[src/rtl/stepper_move_ctrl.sv]
// ---------------------------------------------------------------------------
// stepper_move_ctrl
//
// Purpose:
//   Motion controller for a 4-phase unipolar stepper output stage. It accepts
//   move commands (direction + step count) over a valid/ready handshake. Each
//   move runs a trapezoidal speed profile: accelerate, cruise, decelerate.
//   The block drives the one-hot coil pattern directly and keeps the signed
//   absolute position.
//
// Ports:
//   clk        in   system clock
//   rst_n      in   asynchronous active-low reset
//   cmd_valid  in   command present
//   cmd_ready  out  high only while idle; accept = cmd_valid & cmd_ready
//   cmd_dir    in   1 = forward, 0 = reverse
//   cmd_steps  in   number of steps to move (STEPS_W bits)
//   abort      in   stop the current move immediately (ignored when idle)
//   busy       out  a move is in progress
//   done       out  one-cycle pulse on normal completion
//   aborted    out  one-cycle pulse when a move is aborted
//   pos        out  signed 32-bit absolute position, wraps
//   AB         out  one-hot coil drive pattern
//
// Optional feature (macro HOLD_RELEASE_EN):
//   After IDLE_TIMEOUT cycles in IDLE the coils are released (AB = 0000).
//   The phase is kept internally and is re-energised one cycle after the
//   next nonzero move is accepted. Without the macro the last phase is held
//   while idle.
// ---------------------------------------------------------------------------
module stepper_move_ctrl #(
    parameter int unsigned START_DIV = 200_000,
    parameter int unsigned MIN_DIV   = 50_000,
    parameter int unsigned RAMP_STEP = 25_000,
    parameter int unsigned STEPS_W   = 16
`ifdef HOLD_RELEASE_EN
    ,
    parameter int unsigned IDLE_TIMEOUT = 50_000_000
`endif
) (
    input  logic               clk,
    input  logic               rst_n,
    input  logic               cmd_valid,
    output logic               cmd_ready,
    input  logic               cmd_dir,
    input  logic [STEPS_W-1:0] cmd_steps,
    input  logic               abort,
    output logic               busy,
    output logic               done,
    output logic               aborted,
    output logic [31:0]        pos,
    output logic [3:0]         AB
);

    typedef enum logic [1:0] {
        IDLE   = 2'd0,
        ACCEL  = 2'd1,
        CRUISE = 2'd2,
        DECEL  = 2'd3
    } state_t;

    localparam logic [31:0]        START_C  = START_DIV;
    localparam logic [31:0]        MIN_C    = MIN_DIV;
    localparam logic [31:0]        RAMP_C   = RAMP_STEP;
    localparam logic [STEPS_W-1:0] ONE_STEP = 1;

    state_t             state_q, state_d;
    logic [31:0]        div_q, div_d;
    logic [31:0]        timer_q, timer_d;
    logic [STEPS_W-1:0] remaining_q, remaining_d;
    logic [STEPS_W-1:0] accel_cnt_q, accel_cnt_d;
    logic               dir_q, dir_d;
    logic [3:0]         phase_q, phase_d;
    logic [31:0]        pos_q, pos_d;
    logic               busy_q, busy_d;
    logic               done_q, done_d;
    logic               aborted_q, aborted_d;
    logic               cmd_ready_q, cmd_ready_d;
    logic [3:0]         ab_q, ab_d;

    logic               step_evt;
    logic [STEPS_W-1:0] rem_after;
    logic [31:0]        div_up;

`ifdef HOLD_RELEASE_EN
    localparam logic [31:0] IDLE_C = IDLE_TIMEOUT;
    logic [31:0] idle_cnt_q, idle_cnt_d;
    logic        released_q, released_d;
`endif

    // Next-state logic: command accept, step timing, speed profile and abort.
    // A step that lands on the same cycle as abort is completed before the
    // abort takes effect; a step that finishes the move reports done instead,
    // so done and aborted can never pulse together.
    always_comb begin
        state_d     = state_q;
        div_d       = div_q;
        timer_d     = timer_q;
        remaining_d = remaining_q;
        accel_cnt_d = accel_cnt_q;
        dir_d       = dir_q;
        phase_d     = phase_q;
        pos_d       = pos_q;
        done_d      = 1'b0;
        aborted_d   = 1'b0;
        step_evt    = (state_q != IDLE) && (timer_q == div_q - 32'd1);
        rem_after   = remaining_q - ONE_STEP;
        div_up      = div_q + RAMP_C;

        if (state_q == IDLE) begin
            if (cmd_valid && cmd_ready_q) begin
                if (cmd_steps == '0) begin
                    done_d = 1'b1;
                end else begin
                    dir_d       = cmd_dir;
                    remaining_d = cmd_steps;
                    div_d       = START_C;
                    timer_d     = 32'd0;
                    accel_cnt_d = '0;
                    state_d     = ACCEL;
                end
            end
        end else begin
            timer_d = timer_q + 32'd1;
            if (step_evt) begin
                phase_d     = dir_q ? {phase_q[2:0], phase_q[3]}
                                    : {phase_q[0], phase_q[3:1]};
                pos_d       = dir_q ? pos_q + 32'd1 : pos_q - 32'd1;
                remaining_d = rem_after;
                timer_d     = 32'd0;
                if (rem_after == '0) begin
                    state_d = IDLE;
                    done_d  = 1'b1;
                end else if (rem_after <= accel_cnt_q) begin
                    // Start braking once the steps left equal the ramp-up
                    // steps taken, so the move ends back at start speed.
                    state_d     = DECEL;
                    div_d       = (div_up > START_C) ? START_C : div_up;
                    accel_cnt_d = (accel_cnt_q == '0) ? '0 : accel_cnt_q - ONE_STEP;
                end else if (state_q == ACCEL) begin
                    if (div_q > MIN_C) begin
                        div_d       = (div_q - MIN_C > RAMP_C) ? div_q - RAMP_C : MIN_C;
                        accel_cnt_d = accel_cnt_q + ONE_STEP;
                    end else begin
                        state_d = CRUISE;
                    end
                end
            end
            if (abort && !done_d) begin
                state_d   = IDLE;
                aborted_d = 1'b1;
                timer_d   = 32'd0;
            end
        end

        busy_d      = (state_d != IDLE);
        cmd_ready_d = (state_d == IDLE);
    end

`ifdef HOLD_RELEASE_EN
    // Idle timer: counts cycles spent idle and saturates at the timeout; the
    // coils are released once it is reached and re-energised when a move
    // leaves IDLE.
    always_comb begin
        idle_cnt_d = idle_cnt_q;
        if (state_d != IDLE) begin
            idle_cnt_d = 32'd0;
        end else if (idle_cnt_q < IDLE_C) begin
            idle_cnt_d = idle_cnt_q + 32'd1;
        end
        released_d = (state_d == IDLE) && (idle_cnt_d >= IDLE_C);
        ab_d       = released_d ? 4'b0000 : phase_d;
    end

    always_ff @(posedge clk or negedge rst_n) begin
        if (!rst_n) begin
            idle_cnt_q <= 32'd0;
            released_q <= 1'b0;
        end else begin
            idle_cnt_q <= idle_cnt_d;
            released_q <= released_d;
        end
    end
`else
    // Holding torque: the coil output always follows the stored phase.
    always_comb begin
        ab_d = phase_d;
    end
`endif

    // State and registered outputs.
    always_ff @(posedge clk or negedge rst_n) begin
        if (!rst_n) begin
            state_q     <= IDLE;
            div_q       <= START_C;
            timer_q     <= 32'd0;
            remaining_q <= '0;
            accel_cnt_q <= '0;
            dir_q       <= 1'b1;
            phase_q     <= 4'b0001;
            pos_q       <= 32'd0;
            busy_q      <= 1'b0;
            done_q      <= 1'b0;
            aborted_q   <= 1'b0;
            cmd_ready_q <= 1'b1;
            ab_q        <= 4'b0001;
        end else begin
            state_q     <= state_d;
            div_q       <= div_d;
            timer_q     <= timer_d;
            remaining_q <= remaining_d;
            accel_cnt_q <= accel_cnt_d;
            dir_q       <= dir_d;
            phase_q     <= phase_d;
            pos_q       <= pos_d;
            busy_q      <= busy_d;
            done_q      <= done_d;
            aborted_q   <= aborted_d;
            cmd_ready_q <= cmd_ready_d;
            ab_q        <= ab_d;
        end
    end

    assign cmd_ready = cmd_ready_q;
    assign busy      = busy_q;
    assign done      = done_q;
    assign aborted   = aborted_q;
    assign pos       = pos_q;
    assign AB        = ab_q;

endmodule

[config.mk]
export PLATFORM = sky130hd
export DESIGN_NAME = stepper_move_ctrl
export DESIGN_NICKNAME = d
export VERILOG_FILES = /design/src/rtl/stepper_move_ctrl.sv
export SDC_FILE = /design/constraint.sdc
export NUM_CORES = 1
export LEC_CHECK = 0
export ABC_AREA = 0
export ABC_CLOCK_PERIOD_IN_PS = 4200
export CORE_MARGIN = 2
export CORE_UTILIZATION = 37
export CTS_BUF_LIST = sky130_fd_sc_hd__clkbuf_16
export DETAILED_ROUTE_END_ITERATION = 8
export DONT_BUFFER_PORTS = 1
export PLACE_DENSITY = 0.64
export SETUP_SLACK_MARGIN = 0.3
export SYNTH_ARGS = -nofsm -noshare
export SYNTH_HDL_FRONTEND = slang
export SYNTH_SLANG_ARGS = --single-unit
[constraint.sdc]
create_clock -name clk -period 4.2 [get_ports clk]
set_input_delay 0.84 -clock clk [delete_from_list [all_inputs] [get_ports clk]]
set_output_delay 0.84 -clock clk [all_outputs]
set_load 0.03 [all_outputs]
; ---- Yosys cells after proc, flatten, opt, wreduce, memory -nomap -nowiden
; Cells that the tools add are included.
[op_classes]
n_reduce_logical = 19
add_sub_neg = 10
magnitude_cmp = 4
n_mux = 47
n_bitwise = 2
eq_ne = 5
[op_table]
columns = cell, n
row1 = two-way mux 32 bit, 16
row2 = two-way mux 16 bit, 13
row3 = "adder 32 x 1 -> 32 bit, second input constant", 2
row4 = "subtractor 32 x 1 -> 32 bit, second input constant", 2
row5 = zero test 16 bit, 3
row6 = "adder 32 x 15 -> 32 bit, second input constant", 1
row7 = equality test 32 bit, 1
row8 = "greater-than comparator 32 x 15 -> 1 bit, second input constant", 1
row9 = "greater-than comparator 32 x 16 -> 1 bit, second input constant", 1
row10 = "greater-than comparator 32 x 18 -> 1 bit, second input constant", 1
row11 = "subtractor 16 x 1 -> 16 bit, second input constant", 2
row12 = "subtractor 32 x 15 -> 32 bit, second input constant", 1
row13 = "subtractor 32 x 16 -> 32 bit, second input constant", 1
row14 = two-way mux 2 bit, 9
row15 = "adder 16 x 1 -> 16 bit, second input constant", 1
row16 = less-or-equal comparator 16 bit, 1
row17 = two-way mux 1 bit, 8
row18 = AND reduction 3 bit, 2
row19 = AND reduction 6 bit, 1
row20 = nonzero test 2 bit, 3
row21 = nonzero test 3 bit, 2
row22 = zero test 2 bit, 2
row23 = two-way mux 4 bit, 1
row24 = "inequality test 2 bit, second input constant", 2
row25 = other kinds (6), 10
[totals]
input_bits = 21
register_bits = 139
wordCells = 99

; ---- Longest topological paths before layout
; Gate-level depths: netlist (run 1).
[logic_depth]
ltp_word = 10
depth_mapped = 23
mapped_depth_nobuf = 18

; ---- Least setup slack after synthesis (run 1)
; No wires, ideal clock.
[synth_path]
path_kind = reg-to-reg
from = register remaining_q[0]
to = register div_q[27]
period_less_slack_ns = 4.397
path_buffers = 5
stages_incl_launch_ff = 22
path_slack_ns = -0.197
t_arrival_ns = 4.305
cell_sequence = dfrtp_1 buf_6 inv_1 ha_1 or3b_1 clkbuf_1 or3_1 xnor2_1 inv_1 ha_1 a211oi_1 nand2_1 o311ai_0 and2_1 or2_2 clkbuf_1 o211ai_1 a21o_1 or2_1 buf_6 buf_8 o31ai_2
[synth_via]
elab_chain_len = 6
word_cells_on_any_way = 11
[synth_rtl]
columns = item, line_no
row1 = from (decl), 70  ; logic [STEPS_W-1:0] remaining_q, remaining_d;
row2 = from (signal assigned), 211  ; remaining_q <= remaining_d;
row3 = subtractor 16 x 1 -> 16 bit (*), 107  ; rem_after = remaining_q - ONE_STEP;
row4 = less-or-equal comparator 16 bit, 134  ; end else if (rem_after <= accel_cnt_q) begin
row5 = two-way mux 32 bit, 134
row6 = two-way mux 32 bit, 131  ; if (rem_after == '0) begin
row7 = two-way mux 32 bit, 125  ; if (step_evt) begin
row8 = two-way mux 32 bit, 110  ; if (state_q == IDLE) begin
row9 = to (signal assigned), 209  ; div_q <= div_d;
row10 = to (decl), 68  ; logic [31:0] div_q, div_d;
; Every way passes the cells marked *; elsewhere a longest branch is shown, timed or not. The select of a mux whose other input is x is not followed.
; A chain may end at the register's enable or synchronous reset.

; ---- Final worst setup path (run 1)
[layout_path]
from = register remaining_q[1]
to = register div_q[20]
; Same word-level chain as after synthesis.

==> results of run 1 <==
-- synthesized netlist by cell type, types with 9 or more instances --
cell type  count  share of area
o21ai_0      163          0.068
and4_1        11         0.0080
nor3_1        44          0.018
o22ai_1        9         0.0047
a21oi_1       99          0.041
dfstp_2        9          0.020
nor4_1        28          0.015
a211oi_1      15         0.0094
inv_1         47          0.015
nand3b_1      10         0.0063
and2_1         9         0.0047
and3_1        26          0.014
xnor2_1       56          0.041
or4_1         13         0.0081
nand2_1      175          0.055
nand4_1       27          0.014
dfrtp_1      127           0.26
or2_2          9         0.0047
a21o_1        17          0.011
o31ai_1       35          0.022
buf_1          9         0.0028
nand2b_1      17         0.0089
ha_1          61          0.064
clkbuf_1      77          0.024
buf_2         13         0.0054
mux2i_1       13          0.011
nor2b_1       21          0.011
or3_1         15         0.0078
nand3_1       43          0.018
nor3b_1       11         0.0069
nor2_1       123          0.038
xor2_1        43          0.031
a31oi_1       22          0.011
-- cell type report --
| type | count | share of cell area |
|---|---|---|
| Inverter | 48 | 0.01272 |
| Tap cell | 402 | 0.03432 |
| Multi-Input combinational cell | 1260 | 0.5819 |
| Clock inverter | 15 | 0.009563 |
| Timing Repair Buffer | 148 | 0.09870 |
| Timing Repair inverter | 1 | 0.0005123 |
| Clock buffer | 17 | 0.02903 |
| Sequential cell | 136 | 0.2333 |
-- stage by stage --
step	total power [W]	area [um2]
after floorplan	0.006057	12060
after global placement	0.007640	12900
after detailed placement	0.007729	12900
after CTS	0.01000	13940
after global routing	0.01176	14650
final	0.01105	14650
-- power groups by stage --
stage / clock network (W) / registers, W / logic (W)
2_1_floorplan: 0 / 0.00174 / 0.00432
3_3_place_gp: 0 / 0.00191 / 0.00573
3_5_place_dp: 0 / 0.00191 / 0.00582
4_1_cts: 0.00152 / 0.00190 / 0.00658
5_1_grt: 0.00157 / 0.00198 / 0.00821
6_report: 0.00149 / 0.00194 / 0.00762
-- cell families (layout without fill, tap and decap cells) --
logic type,Yosys count,in the layout,synth area share
AOI/OAI and AO/OA,472,472,0.2500
xor gates and xnor gates,99,99,0.07228
adders and majority gates,62,62,0.06529
buffers and inverters,152,229,0.05183
DFF,136,136,0.2846
muxes,19,19,0.01648
and+or+nand+nor,608,608,0.2595
-- worst max path at each step --
stage	from	end	depth (start not counted)	slack [ps]
after floorplan	remaining_q[0]	div_q[23]	21	150
after global placement	remaining_q[0]	div_q[27]	15	10
after detailed placement	remaining_q[1]	div_q[27]	16	-60
after global routing	remaining_q[1]	div_q[20]	19	-20
final	remaining_q[1]	div_q[20]	21	140
after CTS	remaining_q[1]	div_q[30]	19	230
-- per-layer routing --
| metal | global-route usage | vias to the layer above | wire [um] |
|---|---|---|---|
| li1 | - | 5809 | - |
| met1 | 0.3038 | 5910 | 16900 |
| met2 | 0.3518 | 407 | 17820 |
| met3 | 0.03803 | 57 | 2264 |
| met4 | 0.06656 | 0 | 709 |
| met5 | 0 | - | 0 |
-- sequential cells by signal (all words and copies together) (netlist names) --
signal	flops
done	1
pos	32
accel_cnt_q	16
AB	4
div_q	29
dir_q	1
state_q	2
timer_q	32
remaining_q	16
busy	1
cmd_ready	1
aborted	1
-- worst reg2reg max path, stage by stage (launching register included) --
cell,delay (ps)
dfrtp_1,420
inv_2,100
ha_4,140
or3b_4,380
buf_6,140
nor2_4,110
buf_6,120
nand2_2,60
xnor2_2,160
ha_1,290
nand4_1,120
nor2_2,190
o311ai_2,140
buf_4,160
a21oi_4,220
buf_6,140
buf_12,120
nand2_1,70
a21o_1,190
or2_4,290
buf_12,150
o31ai_2,210
-- what timing repair did --
action / 4_1_cts / 5_1_grt
pin swaps: 12 / 23
buffers inserted: 20 / 26
gates resized for setup: 59 / 104
cloned: 3 / 6
hold buffers: 0 / 0
endpoints found under the setup margin: 44 / 59
==> flow_summary.toml, run 1 <==
[run_status]
status = "finished clean"

[cts]
cts.htree.levels = 4
cts.path.max_buffers = 2
clk_pin_slew_ps = 70
clk_latency_ps = 440
cts_root_buf = "clkbuf_16"
clock_sinks = 136
cts_made_buffers = 17
cts_tree = "done"

[synth]
syn_area_per_cell_um2 = 7.750
synth_seq_cells = 136
ys_async_sr_fraction = 1.000
synthFlopType = "dfrtp_1"
synthCells = 1548
synth_edf_count = 0
yosysWarnings = 0
seq_area_frac_synth = 0.2846
ys_types = 85
synth.net_count = 1631
syn-cell-area_um2 = 12000

[power_and_ir_drop]
p_sw_w = 0.005262
p_sw_frac = 0.4762
comb_power_share = 0.689
power_frac_seq = 0.176
power.density_nw_per_um2 = 754.1
p_int_w = 0.005789
clock_power_share = 0.135
ir_worst_vdd_mv = 0.5042
power_leakage_nw = 6.073

[layout]
nets = 1695
final_cell_count_no_fill = 2027
area_growth_pct = 22.15
multi_input_comb_area_um2 = 8527
final_cell_mix = "170 x nand2_1, 129 x o21ai_0, 124 x dfrtp_1, 119 x buf_4, 117 x nor2_1"
drive_above_1_share = 0.1994
post-route-util = 0.4620
final_common_cell = "nand2_1"
antenna_cells = 0
area.sequential_um2 = 3418
fillers = 3059

[worst_setup_path]
crit_family = "simple AND/OR/NAND/NOR gates"
rr_worst_depth = 21
rr_startpoint = "remaining_q[1]"
worst-path-buf-inv = 7
crit_top_cell = "buf_6"
max_stage_delay_ps = 420
cp_max_fo = 11
arrival_ps = 4390
r2r_slack_ps = 140
critical_path_required_ps = 4530
cp_cell_sequence = "inv_2, ha_4, or3b_4, buf_6, nor2_4, buf_6, nand2_2, xnor2_2, ha_1, nand4_1, nor2_2, o311ai_2, buf_4, a21oi_4, buf_6, buf_12, nand2_1, a21o_1, or2_4, buf_12, o31ai_2"
cp-end-kind = "flop"
path_class = "flop to flop"
crit_slowest_cell = "dfrtp_1"
r2r-end = "div_q[20]"
cp-start-kind = "flop"

[sta]
fin_crit_sh = 0.9666
fin_skew_ps = 18.33
whs_ps = 100.7
fin_tns_setup_ps = 0
fmax_ghz = 0.2463
rsz0062_at_grt = "yes"
slew_headroom = 0.4241
layout_setup_ws_ps = 140.4
min_period_ps = 4060
finalHoldViolations = 0
slew_viol_final = 0
tightest_slew_ps = 856.0
setup_violations = 0

[placed_design]
dp.final_hpwl_um = 25740
dp.cells = 1940
place_congestion = 0.9238
preCtsSetupSlack_ps = -56.38
io_buffers = 0

[detailed_routing]
drt.antenna.violating_nets = 0
finalWirelength_um = 37690
drt_iter0_markers = 1033
first_pass_iters = 5
vias = 12180
drc_errors = 0
wl_per_cell_um = 18.60
vias_per_cell = 6.010

[grt]
grt_pass1_vias = 11480
grt_pass1_wl_um = 60400
overflow = 0
grtUsageTotal = 0.2202
grt_antenna_before_repair = 0
grt_max_degree = 137

[run]
cap_violations = 0

[die]
core_area_um2 = 31720
start_util = 0.3782
die_x_um = 184.1
boundaryPins = 61
placementRows = 65
dieArea_um2 = 33880
die_h_um = 184.1

[worst_hold_path]
hold_class = "primary input to asynchronous set/reset pin"
Power figures use the tool's default switching activity.
==> run 2, diff against run 1 <==
- ABC_CLOCK_PERIOD_IN_PS: 4200 -> 4300
- CELL_PAD_IN_SITES_DETAIL_PLACEMENT: not set -> 1
- CELL_PAD_IN_SITES_GLOBAL_PLACEMENT: not set -> 1
- PLACE_DENSITY: 0.64 -> 0.75
- clock period: 4.2 -> 4.3 ns (I/O delays scaled with it)
==> flow_summary.toml, run 2 (synthesis gave the netlist of run 1 again) <==
[detailed_routing]
drc_errors = 0
wl_per_cell_um = 20.98
vias = 12210
finalWirelength_um = 41870
drt.antenna.violating_nets = 0
first_pass_iters = 5
vias_per_cell = 6.116
drt_iter0_markers = 952

[die]
dieArea_um2 = 33880
core_area_um2 = 31720
placementRows = 65
die_h_um = 184.1
start_util = 0.3782
die_x_um = 184.1
boundaryPins = 61

[worst_setup_path]
cp-start-kind = "flop"
crit_top_cell = "buf_4"
max_stage_delay_ps = 580
path_class = "flop to flop"
cp_max_fo = 4
crit_slowest_cell = "or4_4"
critical_path_required_ps = 4660
cp_cell_sequence = "or4_4, buf_4, o41ai_2, o21ai_1, ha_1, a211oi_2, nand2_2, o311ai_4, and2_4, or2_4, o211ai_1, buf_4, buf_4, o31a_1, or3_4, o22a_1"
arrival_ps = 4590
cp-end-kind = "flop"

[cts]
clk_pin_slew_ps = 70
hold_buffers = 0
cts.htree.levels = 4
cts_tree = "done"
cts_root_buf = "clkbuf_16"
cts.path.max_buffers = 2
clk_latency_ps = 440
cts_made_buffers = 17
clock_sinks = 136

[layout]
final_common_cell = "nand2_1"
drive_above_1_share = 0.1656
final_cell_mix = "170 x nand2_1, 149 x o21ai_0, 126 x dfrtp_1, 119 x nor2_1, 105 x buf_4"
area_growth_pct = 17.55
nets = 1665
area.sequential_um2 = 3416
fillers = 3818
final_area_um2 = 14100
antenna_cells = 0
final_cell_count_no_fill = 1996
multi_input_comb_area_um2 = 8392

[sta]
layout_setup_ws_ps = 75.59
slew_viol_final = 0
slew_headroom = 0.3271
fin_crit_sh = 0.9824
whs_ps = 124.2
tightest_slew_ps = 1000
rsz0062_at_grt = "yes"
fin_skew_ps = 17.35
min_period_ps = 4224
fmax_ghz = 0.2367
finalHoldViolations = 0
setup_violations = 0

[grt]
grtUsageTotal = 0.2451
grt_max_degree = 137
grt_pass1_wl_um = 66780
overflow = 0
grt_antenna_before_repair = 0
grt_pass1_vias = 12530

[power_and_ir_drop]
ir_worst_vdd_mv = 0.4792
p_sw_w = 0.005117
p_sw_frac = 0.4989
power_leakage_nw = 5.824
power.density_nw_per_um2 = 727.3
p_int_w = 0.005139
clock_power_share = 0.146
comb_power_share = 0.667
power_frac_seq = 0.187

[placed_design]
preCtsSetupSlack_ps = -220.4
dp.final_hpwl_um = 29120
place_area_um2 = 12830
io_buffers = 0
dp.cells = 1932
place_congestion = 0.9118

[worst_hold_path]
hold_class = "primary input to asynchronous set/reset pin"

[run]
cap_violations = 0

[run_status]
status = "finished clean"
==> run 2: cell type report <==
class / instances / area share
multi-input combinational: 1260 / 0.5951
timing repair buffer: 119 / 0.07346
inverter: 48 / 0.01322
clock buffer: 17 / 0.03017
tap: 402 / 0.03567
sequential: 136 / 0.2422
clock inverter: 14 / 0.01020
==> run 2: worst paths after layout <==
| kind | end | slack [ps] | from | cells past startpoint |
|---|---|---|---|---|
| worst min register to register | accel_cnt_q[7] | 520 | accel_cnt_q[7] | 2 |
| worst max-delay path | div_q[11] | 80 | remaining_q[0] | 16 |
| min in group clk | accel_cnt_q[7] | 520 | accel_cnt_q[7] | 2 |
| worst min-delay path | div_q[21] | 120 | rst_n | 0 |
| max in group asynchronous | AB[0] | 3830 | rst_n | 0 |
| worst max register to register | div_q[11] | 80 | remaining_q[0] | 16 |
==> run 2: per-layer routing <==
| layer | routed length (um) | GRT usage | vias to the layer above | share of wire |
|---|---|---|---|---|
| li1 | - | - | 5732 | - |
| met1 | 18690 | 0.3229 | 6056 | 0.45 |
| met2 | 20080 | 0.4078 | 346 | 0.48 |
| met3 | 2047 | 0.03962 | 74 | 0.049 |
| met4 | 1043 | 0.08320 | 0 | 0.025 |
| met5 | 0 | 0 | - | 0 |
==> run 2: repair_timing <==
item / 4_1_cts / 5_1_grt
setup endpoints to repair: 49 / 54
gates cloned: 1 / 0
buffers inserted: 18 / 14
gates resized for setup: 35 / 66
pin swaps: 17 / 21
==> run 2: worst max-delay path, delay by kind of cell (launching register included) <==
family,cells,cell delay [ps]
compound gates,7,1410
fa+ha+maj,1,370
buf+inv,3,530
flops,1,440
simple gates,5,1390
==> run 2: through the flow <==
step / util / TNS, ps / total power (W)
finish: 0.4446 / 0 / 0.01026
global route: 0.4446 / 0 / 0.01092
CTS: 0.4321 / 0 / 0.009660
detailed placement: 0.4045 / -1436 / 0.007740
global placement: 0.4045 / 0 / 0.007515
floorplan: - / 0 / 0.005914
==> run 2: power by group through the flow <==
stage / Combinational, W / Clock (W) / Sequential (W)
floorplan: 0.00421 / 0 / 0.00170
global placement: 0.00563 / 0 / 0.00189
detailed placement: 0.00584 / 0 / 0.00190
CTS: 0.00624 / 0.00153 / 0.00189
global route: 0.00739 / 0.00158 / 0.00196
finish: 0.00684 / 0.00149 / 0.00192
==> run 3, diff against run 2 <==
==> constraint.sdc (replaced) <==
create_clock -name clk -period 4.3 [get_ports clk]
set_input_delay 0.86 -clock clk [delete_from_list [all_inputs] [get_ports clk]]
set_output_delay 0.86 -clock clk [all_outputs]
set_load 0.01 [all_outputs]
==> flow_summary.toml, run 3 (synthesis gave the netlist of run 1 again) <==
[cts]
clk_pin_slew_ps = 60
cts.htree.levels = 4
clk_latency_ps = 440
cts.path.max_buffers = 2
clock_sinks = 136
cts_tree = "done"
cts_root_buf = "clkbuf_16"
cts_made_buffers = 17

[sta]
min_period_ps = 4059
tightest_slew_ps = 898.5
setup_violations = 0
layout_setup_ws_ps = 241.1
rsz0062_at_grt = "yes"
fin_skew_ps = 13.85
finalHoldViolations = 0
slew_headroom = 0.3955
slew_viol_final = 0
whs_ps = 135.4
fmax_ghz = 0.2464
fin_crit_sh = 0.9439

[detailed_routing]
first_pass_iters = 5
highest_layer = "met4"
vias = 12410
drt.antenna.violating_nets = 0
finalWirelength_um = 42340
wl_met2_um = 20500
drt_iter0_markers = 770
wl_per_cell_um = 21.19
drc_errors = 0
wl_met3_um = 2097
vias_per_cell = 6.211
met1_length_um = 18780

[grt]
grt_antenna_before_repair = 1
grt_pass1_vias = 12480
overflow = 0
grt_pass1_wl_um = 66850
grt_max_degree = 137
grtUsageTotal = 0.2460

[power_and_ir_drop]
ir_worst_vdd_mv = 0.3402
power_leakage_nw = 5.793
power.density_nw_per_um2 = 726.6

[die]
start_util = 0.3782
placementRows = 65
boundaryPins = 61
core_area_um2 = 31720
die_h_um = 184.1
die_x_um = 184.1
dieArea_um2 = 33880

[worst_setup_path]
rr_startpoint = "remaining_q[6]"
r2r_slack_ps = 240
arrival_ps = 4400
crit_end = "div_q[20]"
crit_path_start = "remaining_q[6]"
crit_slowest_cell = "or4_4"
r2r-end = "div_q[20]"
cp_cell_sequence = "or4_4, nor3_4, buf_4, buf_4, xor2_1, ha_1, a21oi_1, o211ai_1, a31oi_1, and2_1, or2_4, o211ai_1, a21o_1, or2_4, buf_12, o31ai_1"
cp-end-kind = "flop"
critical_path_required_ps = 4640
rr_worst_depth = 16
path_class = "flop to flop"
cp_max_fo = 9
max_stage_delay_ps = 560
cp-start-kind = "flop"

[run]
cap_violations = 0

[placed_design]
io_buffers = 0
place_congestion = 0.9034
preCtsSetupSlack_ps = -74.95
dp.cells = 1932
dp.final_hpwl_um = 29230

[layout]
nets = 1665
final_cell_count_no_fill = 1998
final_common_cell = "nand2_1"
area_growth_pct = 16.71
final_cell_mix = "172 x nand2_1, 156 x o21ai_0, 125 x dfrtp_1, 118 x nor2_1, 106 x buf_4"
drive_above_1_share = 0.1655

[worst_hold_path]
hold_class = "primary input to asynchronous set/reset pin"

[run_status]
status = "finished clean"
[run 3: changes by cell type in the layout (fill, tap and decap cells not counted), moves of 2 or more]
cell       previous run  this run
nand2_1             170       172
o31ai_1              19        24
clkinv_2              1         5
o21ai_1              11         8
nor2_2                2         4
o21ai_2               5         1
buf_12                8         6
clkinv_1              4         2
o31ai_2              21        17
nand2_4               3         0
bufinv_16             3         1
o21ai_0             149       156
[run 3: report_power, final]
| group | internal, W | switching (W) | total [W] |
|---|---|---|---|
| clock network | 0.000784 | 0.000627 | 0.00141 |
| registers | 0.00151 | 0.000406 | 0.00191 |
| logic | 0.00282 | 0.00403 | 0.00685 |
| total | 0.00511 | 0.00506 | 0.0102 |
[run 3: timing repair]
item	in CTS	in global routing
buffers inserted	21	10
pin swaps	20	18
gates resized for setup	25	57
setup endpoints to repair	49	53
hold buffers	0	0
gates cloned	1	1
[run 3: final cells by class]
class	count	area [um2]
Antenna cell	1	2.502
Clock buffer	17	425.4
Clock inverter	15	113.9
Fill cell	3836	17720
Inverter	48	186.4
Multi-Input combinational cell	1260	8312
Sequential cell	136	3417
Tap cell	402	503.0
Timing Repair Buffer	119	1041
[run 3: through the flow]
| stage | TNS [ps] | total power [W] | utilization | area (um2) |
|---|---|---|---|---|
| 3_3_place_gp | 0 | 0.007500 | 0.4045 | 12830 |
| 6_report | 0 | 0.01017 | 0.4414 | 14000 |
| 3_5_place_dp | -388.6 | 0.007709 | 0.4045 | 12830 |
| 4_1_cts | 0 | 0.009496 | 0.4301 | 13640 |
| 2_1_floorplan | 0 | 0.005898 | - | 12060 |
| 5_1_grt | 0 | 0.01086 | 0.4413 | 14000 |
[run 3: critical path, delay by kind of cell (launching register included)]
| family | cells | cell delay, ps |
|---|---|---|
| adder cells (fa/ha/maj) | 1 | 300 |
| AND/OR/NAND/NOR | 5 | 1440 |
| AO/OA/AOI/OAI | 6 | 1180 |
| XOR/XNOR | 1 | 210 |
| buffers and inverters | 3 | 390 |
| flip-flops | 1 | 410 |
[run 3: how the worst min path moves through the flow]
stage / start / slack, ps / cells after the start / endpoint
CTS: rst_n / 110 / 0 / timer_q[30]
global placement: accel_cnt_q[7] / 490 / 2 / accel_cnt_q[7]
finish: rst_n / 140 / 0 / div_q[25]
detailed placement: accel_cnt_q[7] / 510 / 2 / accel_cnt_q[7]
floorplan: accel_cnt_q[10] / 460 / 1 / accel_cnt_q[10]
global route: rst_n / 100 / 0 / div_q[24]
[run 3: per-layer routing]
layer | global-route usage | vias up
li1 | - | 5756
met2 | 0.4106 | 343
met5 | 0 | -
met3 | 0.04041 | 71
met4 | 0.07040 | 0
met1 | 0.3278 | 6240
